## src/rtl/reg_alu_seq.sv

```systemverilog
// reg_alu_seq: instruction sequencer driving a reg_alu register-file/ALU datapath
module reg_alu_seq (
  input  logic        clk,
  input  logic        reset,
  input  logic        instr_valid,
  output logic        instr_ready,
  input  logic [15:0] instr,
  output logic        rsp_valid,
  input  logic        rsp_ready,
  output logic [7:0]  rsp_data,
  output logic        carry_flag,
  output logic [7:0]  retired_count,
  output logic        rf_sel,
  output logic        rf_wr,
  output logic [1:0]  rf_op,
  output logic [2:0]  rf_rd_addr_a,
  output logic [2:0]  rf_rd_addr_b,
  output logic [2:0]  rf_wr_addr,
  output logic [7:0]  rf_d_in,
  input  logic [7:0]  rf_d_out_a,
  input  logic [7:0]  rf_d_out_b,
  input  logic        rf_cout
);
  typedef enum logic [1:0] {IDLE, READ, WRITE, RESP} state_t;
  localparam logic [1:0] K_LDI = 2'b00, K_ALU = 2'b01, K_RD = 2'b10, K_NOP = 2'b11;
  state_t state;
  logic [15:0] ir;
  logic [1:0] kind;
  logic is_alu, rd_phase;
  logic unused;
  assign kind = ir[15:14];
  assign is_alu = kind == K_ALU;
  assign rd_phase = state == READ || (state == WRITE && is_alu);
  assign unused = ^rf_d_out_b;
  always_ff @(posedge clk) begin
    if (reset) begin
      state <= IDLE;
      ir <= '0;
      rsp_data <= '0;
      carry_flag <= 1'b0;
      retired_count <= '0;
    end else begin
      case (state)
        IDLE: if (instr_valid) begin
          ir <= instr;
          state <= instr[15:14] == K_LDI ? WRITE : instr[15:14] == K_NOP ? IDLE : READ;
          if (instr[15:14] == K_NOP) retired_count <= retired_count + 8'd1;
        end
        READ: begin
          if (kind == K_RD) rsp_data <= rf_d_out_a;
          state <= kind == K_RD ? RESP : WRITE;
        end
        WRITE: begin
          if (is_alu) carry_flag <= rf_cout;
          retired_count <= retired_count + 8'd1;
          state <= IDLE;
        end
        RESP: if (rsp_ready) begin
          retired_count <= retired_count + 8'd1;
          state <= IDLE;
        end
        default: state <= IDLE;
      endcase
    end
  end
  assign instr_ready = state == IDLE;
  assign rsp_valid = state == RESP;
  // the write strobe is gated by reset so a write in flight never lands at the reset edge
  assign rf_wr = state == WRITE && !reset;
  assign rf_sel = state == WRITE && is_alu;
  assign rf_wr_addr = state != WRITE ? 3'd0 : is_alu ? ir[11:9] : ir[13:11];
  assign rf_d_in = state == WRITE && kind == K_LDI ? ir[7:0] : 8'd0;
  assign rf_rd_addr_a = rd_phase ? ir[8:6] : 3'd0;
  assign rf_rd_addr_b = rd_phase ? ir[5:3] : 3'd0;
  assign rf_op = rd_phase ? ir[13:12] : 2'd0;
endmodule

```

## config.mk

```make
export PLATFORM = sky130hd
export DESIGN_NAME = reg_alu_seq
export DESIGN_NICKNAME = d
export VERILOG_FILES = /design/src/rtl/reg_alu_seq.sv
export SDC_FILE = /design/constraint.sdc
export NUM_CORES = 1
export LEC_CHECK = 0
export CAP_MARGIN = 15
export CORE_ASPECT_RATIO = 1.75
export CORE_MARGIN = 2
export CORE_UTILIZATION = 40
export DETAILED_ROUTE_END_ITERATION = 8
export GPL_TIMING_DRIVEN = 0
export HOLD_SLACK_MARGIN = 0.06
export PLACE_DENSITY = 0.87
export SYNTH_ARGS = -nofsm -noshare
export SYNTH_HDL_FRONTEND = slang
export SYNTH_SLANG_ARGS = --single-unit
```

## constraint.sdc

```tcl
create_clock -name clk -period 4.3 [get_ports clk]
set_input_delay 1.075 -clock clk [delete_from_list [all_inputs] [get_ports clk]]
set_output_delay 1.075 -clock clk [all_outputs]
set_load 0.1 [all_outputs]
```

---- Yosys cells after proc, flatten, opt, wreduce, memory -nomap -nowiden ----
Cells that the tools add are included.
storage, ports and cells
  flip-flop bits (word level) ............. 35
  input port bits ......................... 37
  output and inout port bits .............. 40
  logic and storage cells ................. 46
cells by class
  add/sub/neg operators ................... 1
  eq/ne operators ......................... 10
  muxes and demuxes ....................... 16
  reduce and logical (&&, ||, !) cells .... 14
operators by type and width
  kind                                                             number
  8-bit two-way mux                                                4
  8-bit one-hot mux with 3 select lines                            1
  3-bit two-way mux                                                4
  8-bit by 1-bit adder with 8-bit output, second input constant    1
  2-bit == test, second input constant                             4
  2-bit two-way mux                                                4
  2-bit one-hot mux with 4 select lines                            1
  2-bit AND reduction                                              4
  2-bit logical NOT                                                3
  2-bit by 1-bit == test with 1-bit output, second input constant  2
  2-bit by 1-bit != test with 1-bit output, second input constant  2
  2-bit != test, second input constant                             2
  4-bit AND reduction                                              1
  1-bit logical AND                                                3
  3-bit nonzero test                                               1
  1-bit two-way mux                                                2
  1-bit logical NOT                                                1
  1-bit logical OR                                                 1

---- Depth between registers and ports, before layout ----
  depth in word-level cells ............... 5
  depth in mapped cells ................... 6

---- Least setup slack after synthesis ----
No wires, ideal clock.
  kind .................................... reg-to-output
  from .................................... register state[0]
  to ...................................... output rf_op[0]
  data arrival time ....................... 3803 ps
  required time ........................... 3225 ps
  slack ................................... -578 ps
  stages on the path, launching flop included .. 6
  path buffers ............................ 1
  cells stage by stage .................... dfxtp_1 buf_2 nand2b_1 nor2_1 nor2_1 nor2b_1
between the ends
  word-level cells in the longest chain between the ends .. 4
  elaborated cells between the ends (all ways) .. 5
  those cells by class .................... 2 x eq/ne; 1 x mux; 2 x reduce/logical
RTL lines
  item                    line  text
  start, declared         26    state_t state;
  start signal, assigned  46    state <= instr[15:14] == K_LDI ? WRITE : instr[15:14] == K_NOP ? IDLE : READ;
  start signal, assigned  51    state <= kind == K_RD ? RESP : WRITE;
  2-bit == test           -
  1-bit logical AND       -
  via rf_sel              13    output logic rf_sel,
  1-bit logical OR        33    assign rd_phase = state == READ || (state == WRITE && is_alu);
  2-bit two-way mux       75    assign rf_op = rd_phase ? ir[13:12] : 2'd0;
  end, declared           15    output logic [1:0] rf_op,
The timed path passes the listed nets, and every way through them passes these cells.

---- Worst setup path in the final report ----
  from .................................... register state[0]
  to ...................................... output rf_op[0]
between the ends
  word-level cells in the longest chain between the ends .. 4
  elaborated cells between the ends (all ways) .. 5
  those cells by class .................... 2 x eq/ne; 1 x mux; 2 x reduce/logical
RTL lines
  item                 line
  2-bit == test        33
  1-bit logical AND    33
  1-bit logical OR *   33
  2-bit two-way mux *  75
Mark *: on every way between the ends. The rest lies on a longest branch, timed or not.

==> summary.txt <==
STA
  • Final count of pins violating max slew: 0
  • Period utilization: 0.934
  • Worst Clk Skew: 0.00239 ns
  • Final hold vios: 0
  • Slew @ Worst Pin: 1.00 ns
  • Hold slack: 0.453 ns
  • Setup tns final: 0 ns
  • Final setup viols: 0
  • Tmin final: 4.02 ns
  • Unrepaired setup endpoints after global routing: no
  • Max Fclk: 249 MHz
  • Rel. slew slack: 0.329

Floorplan
  • Full die area: 0.00451 mm2
  • I/O pin count: 77
  • Area of the core: 0.00383 mm2
  • Row count: 30
  • Die W: 51.6 um
  • Initial Util: 0.414
  • Die H: 87.3 um

Global route
  • GR Overflow Total: 0
  • Pin count of the biggest net entering global routing: 11
  • Tot GR Track Use: 0.183
  • Initial antenna violation count: 0
  • First-pass GRT wire length: 6310 um
  • Vias in the first global route: 1500

Setup path
  • Startpoint types: register
  • Worst r2r path cells: 4
  • Slowest-stage cell, CP: clkdlybuf4s50_1
  • Reg-to-reg slack, setup: 2.71 ns
  • CP endpoint kind: output port
  • WP depth: 6
  • Worst EP required: 3.22 ns
  • Max Fanout on Critical Path: 9
  • Crit path kind: reg -> out
  • Arrival @ worst endpoint: 2.94 ns
  • CP peak stage delay: 1.00 ns
  • Top delay family on crit path: simple AND/OR/NAND/NOR gates
  • Critical path cell sequence: buf_2 > nand2b_1 > nor2_2 > nor2_1 > nor2b_2 > clkdlybuf4s50_1
  • Buf+Inv Stages, Crit Path: 2

Drt
  • DRT Pass-1 Iters: 4
  • Top routing layer used: met4
  • Met3 Wirelength: 162 um
  • Final WL: 3870 um
  • Via density: 4.73
  • Wire length per cell: 11.9 um
  • Met2 wire len: 2110 um
  • Met1 wire length: 1560 um
  • Remaining antenna violation count: 0
  • Via count: 1538
  • Starting DRT DRC Count: 17
  • DRC viols: 0

Clocking
  • Hold-fix buffers at CTS: 0
  • CTS Buf Count: 5
  • CTS Sinks: 35
  • CTS clk-pin slew, worst paths: 0.06 ns
  • Post_cts resized: 0
  • Worst-case clock buffer depth: 2
  • CTS root buffer: clkbuf_8
  • # H-tree levels: 2
  • CTS tree: yes
  • Clk_lat worst skew: 0.27 ns
  • Post-CTS setup buffer count: 0

Power
  • P_leak: 0.878 nW
  • Pwr per Cell Area: 299 mW/mm2
  • IR Drop Worst-Case VDD: 239 uV

Synthesis
  • Most common cell in the synthesized netlist: nand2_1
  • Simple-Gate Fraction of Synth Area: 0.325
  • Yosys warns: 0
  • Post-synthesis mux area share: 0.0331
  • Synth Area in Adders: 0.0237
  • Most area-consuming cells after synthesis: dfxtp_1 44%, nand2_1 13%, a21oi_1 9.1%
  • Netlist Area Pre-Place: 0.00159 mm2
  • Avg Synthesized Cell Area: 7.82 um2
  • Yosys top cell area share: 0.442
  • Post-synthesis register bit count: 35
  • XOR/XNOR Fraction of Synth Area: 0.0331
  • Ys async rst share: 0
  • Synth cell count leaders: 54 x nand2_1, 35 x dfxtp_1, 29 x a21oi_1
  • Post-synthesis sequential area ratio: 0.442
  • Synth Instances: 203
  • Yosys top cell by area: dfxtp_1
  • Post-synth EDFFs: 0
  • Synth Area in Compound Gates: 0.108
  • Top_reg_cell synth: dfxtp_1
  • Mapped Nets: 243
  • Distinct cells, synth: 24
  • Main combinational cell family by area after synthesis: simple AND/OR/NAND/NOR gates

Run status
  • Outcome: complete, no violations

Cells and area
  • Nets: 317
  • Area Growth Syn to Fin: 53.0%
  • Share of cells above drive strength 1: 0.101
  • ANT cells: 0

Job
  • Max Cap Violations: 0

Min path
  • Hold crit path type: reg -> reg
  • Hold Path Depth: 2

Place
  • Count of buffers from port buffering: 67
  • Hpwl dp: 2950 um
  • Global placement routability congestion: 0.779
-- stage by stage --
stage	std cells	area [um2]	total power [mW]	setup slack (ns)	utilization
finish	325	2430	0.726	0.285	0.634
global route	325	2430	0.765	0.0580	0.634
CTS	325	2430	0.735	0.247	0.634
detailed placement	318	2340	0.502	0.308	0.611
global placement	318	2340	0.499	0.310	0.611
floorplan	203	1610	0.449	0.403	-
-- cell type report --
class / count / area (um2)
Timing Repair Buffer: 67 / 671
Fill cell: 341 / 1400
Multi-Input combinational cell: 155 / 852
Buffer: 11 / 48.8
Tap cell: 48 / 60.1
Sequential cell: 35 / 701
Inverter: 2 / 7.51
Clock inverter: 1 / 5.00
Clock buffer: 6 / 82.6
-- power by group --
part | total (mW) | switching, mW | internal, mW
clock | 0.232 | 0.107 | 0.125
sequential | 0.348 | 0.00993 | 0.338
combinational | 0.147 | 0.0919 | 0.0548
total | 0.726 | 0.208 | 0.518
-- cells in the final DEF, fill, tap and decap left out, types with 2 or more instances in the layout --
master           Yosys  final
mux2_2               2      2
xnor2_1              6      6
nor4b_2              2      2
nor2_1              17     16
inv_1                2      2
nand2_1             54     54
nand2b_1             3      3
buf_2                5      5
clkbuf_1             5      5
o21ai_0              3      3
clkdlybuf4s50_1      0     67
mux2i_1              3      3
nand3_1              3      3
clkbuf_8             0      6
ha_1                 3      3
nor2b_2              0      8
dfxtp_1             35     35
a21oi_1             29     29
and2_1              10     10
nor2b_1             14      6
-- cells by family after synthesis --
group / after synthesis
AOI/OAI and AO/OA: 33
xor gates and xnor gates: 6
adders and majority gates: 3
buffers and inverters: 13
DFF: 35
muxes: 5
and+or+nand+nor: 108
-- path summary, 6_finish.rpt --
| path | to | startpoint |
|---|---|---|
| worst max-delay path | rf_op[0] | state[0]$_SDFFE_PP0P_ |
| worst min-delay path | ir[8]$_SDFFE_PP0P_ | ir[8]$_SDFFE_PP0P_ |
| worst max register to register | retired_count[7]$_SDFFE_PP0P_ | state[1]$_SDFFE_PP0P_ |
| worst min register to register | ir[8]$_SDFFE_PP0P_ | ir[8]$_SDFFE_PP0P_ |
-- routing by layer --
| metal | up-vias | global-route usage |
|---|---|---|
| li1 | 803 | - |
| met1 | 691 | 0.196 |
| met2 | 40 | 0.338 |
| met3 | 4 | 0.0378 |
| met4 | 0 | 0.0718 |
| met5 | - | 0 |
-- worst register-to-register path, stage by stage (launching register included) --
cell	delay, ns
dfxtp_1	0.38
a21oi_1	0.51
nor2_1	0.17
nand2_1	0.10
mux2_2	0.32
-- state kept, by name (all words and copies together), names as in the netlist --
register and cells:
state 2, ir 16, carry_flag 1, retired_count 8, rsp_data 8
Power figures use the tool's default switching activity.
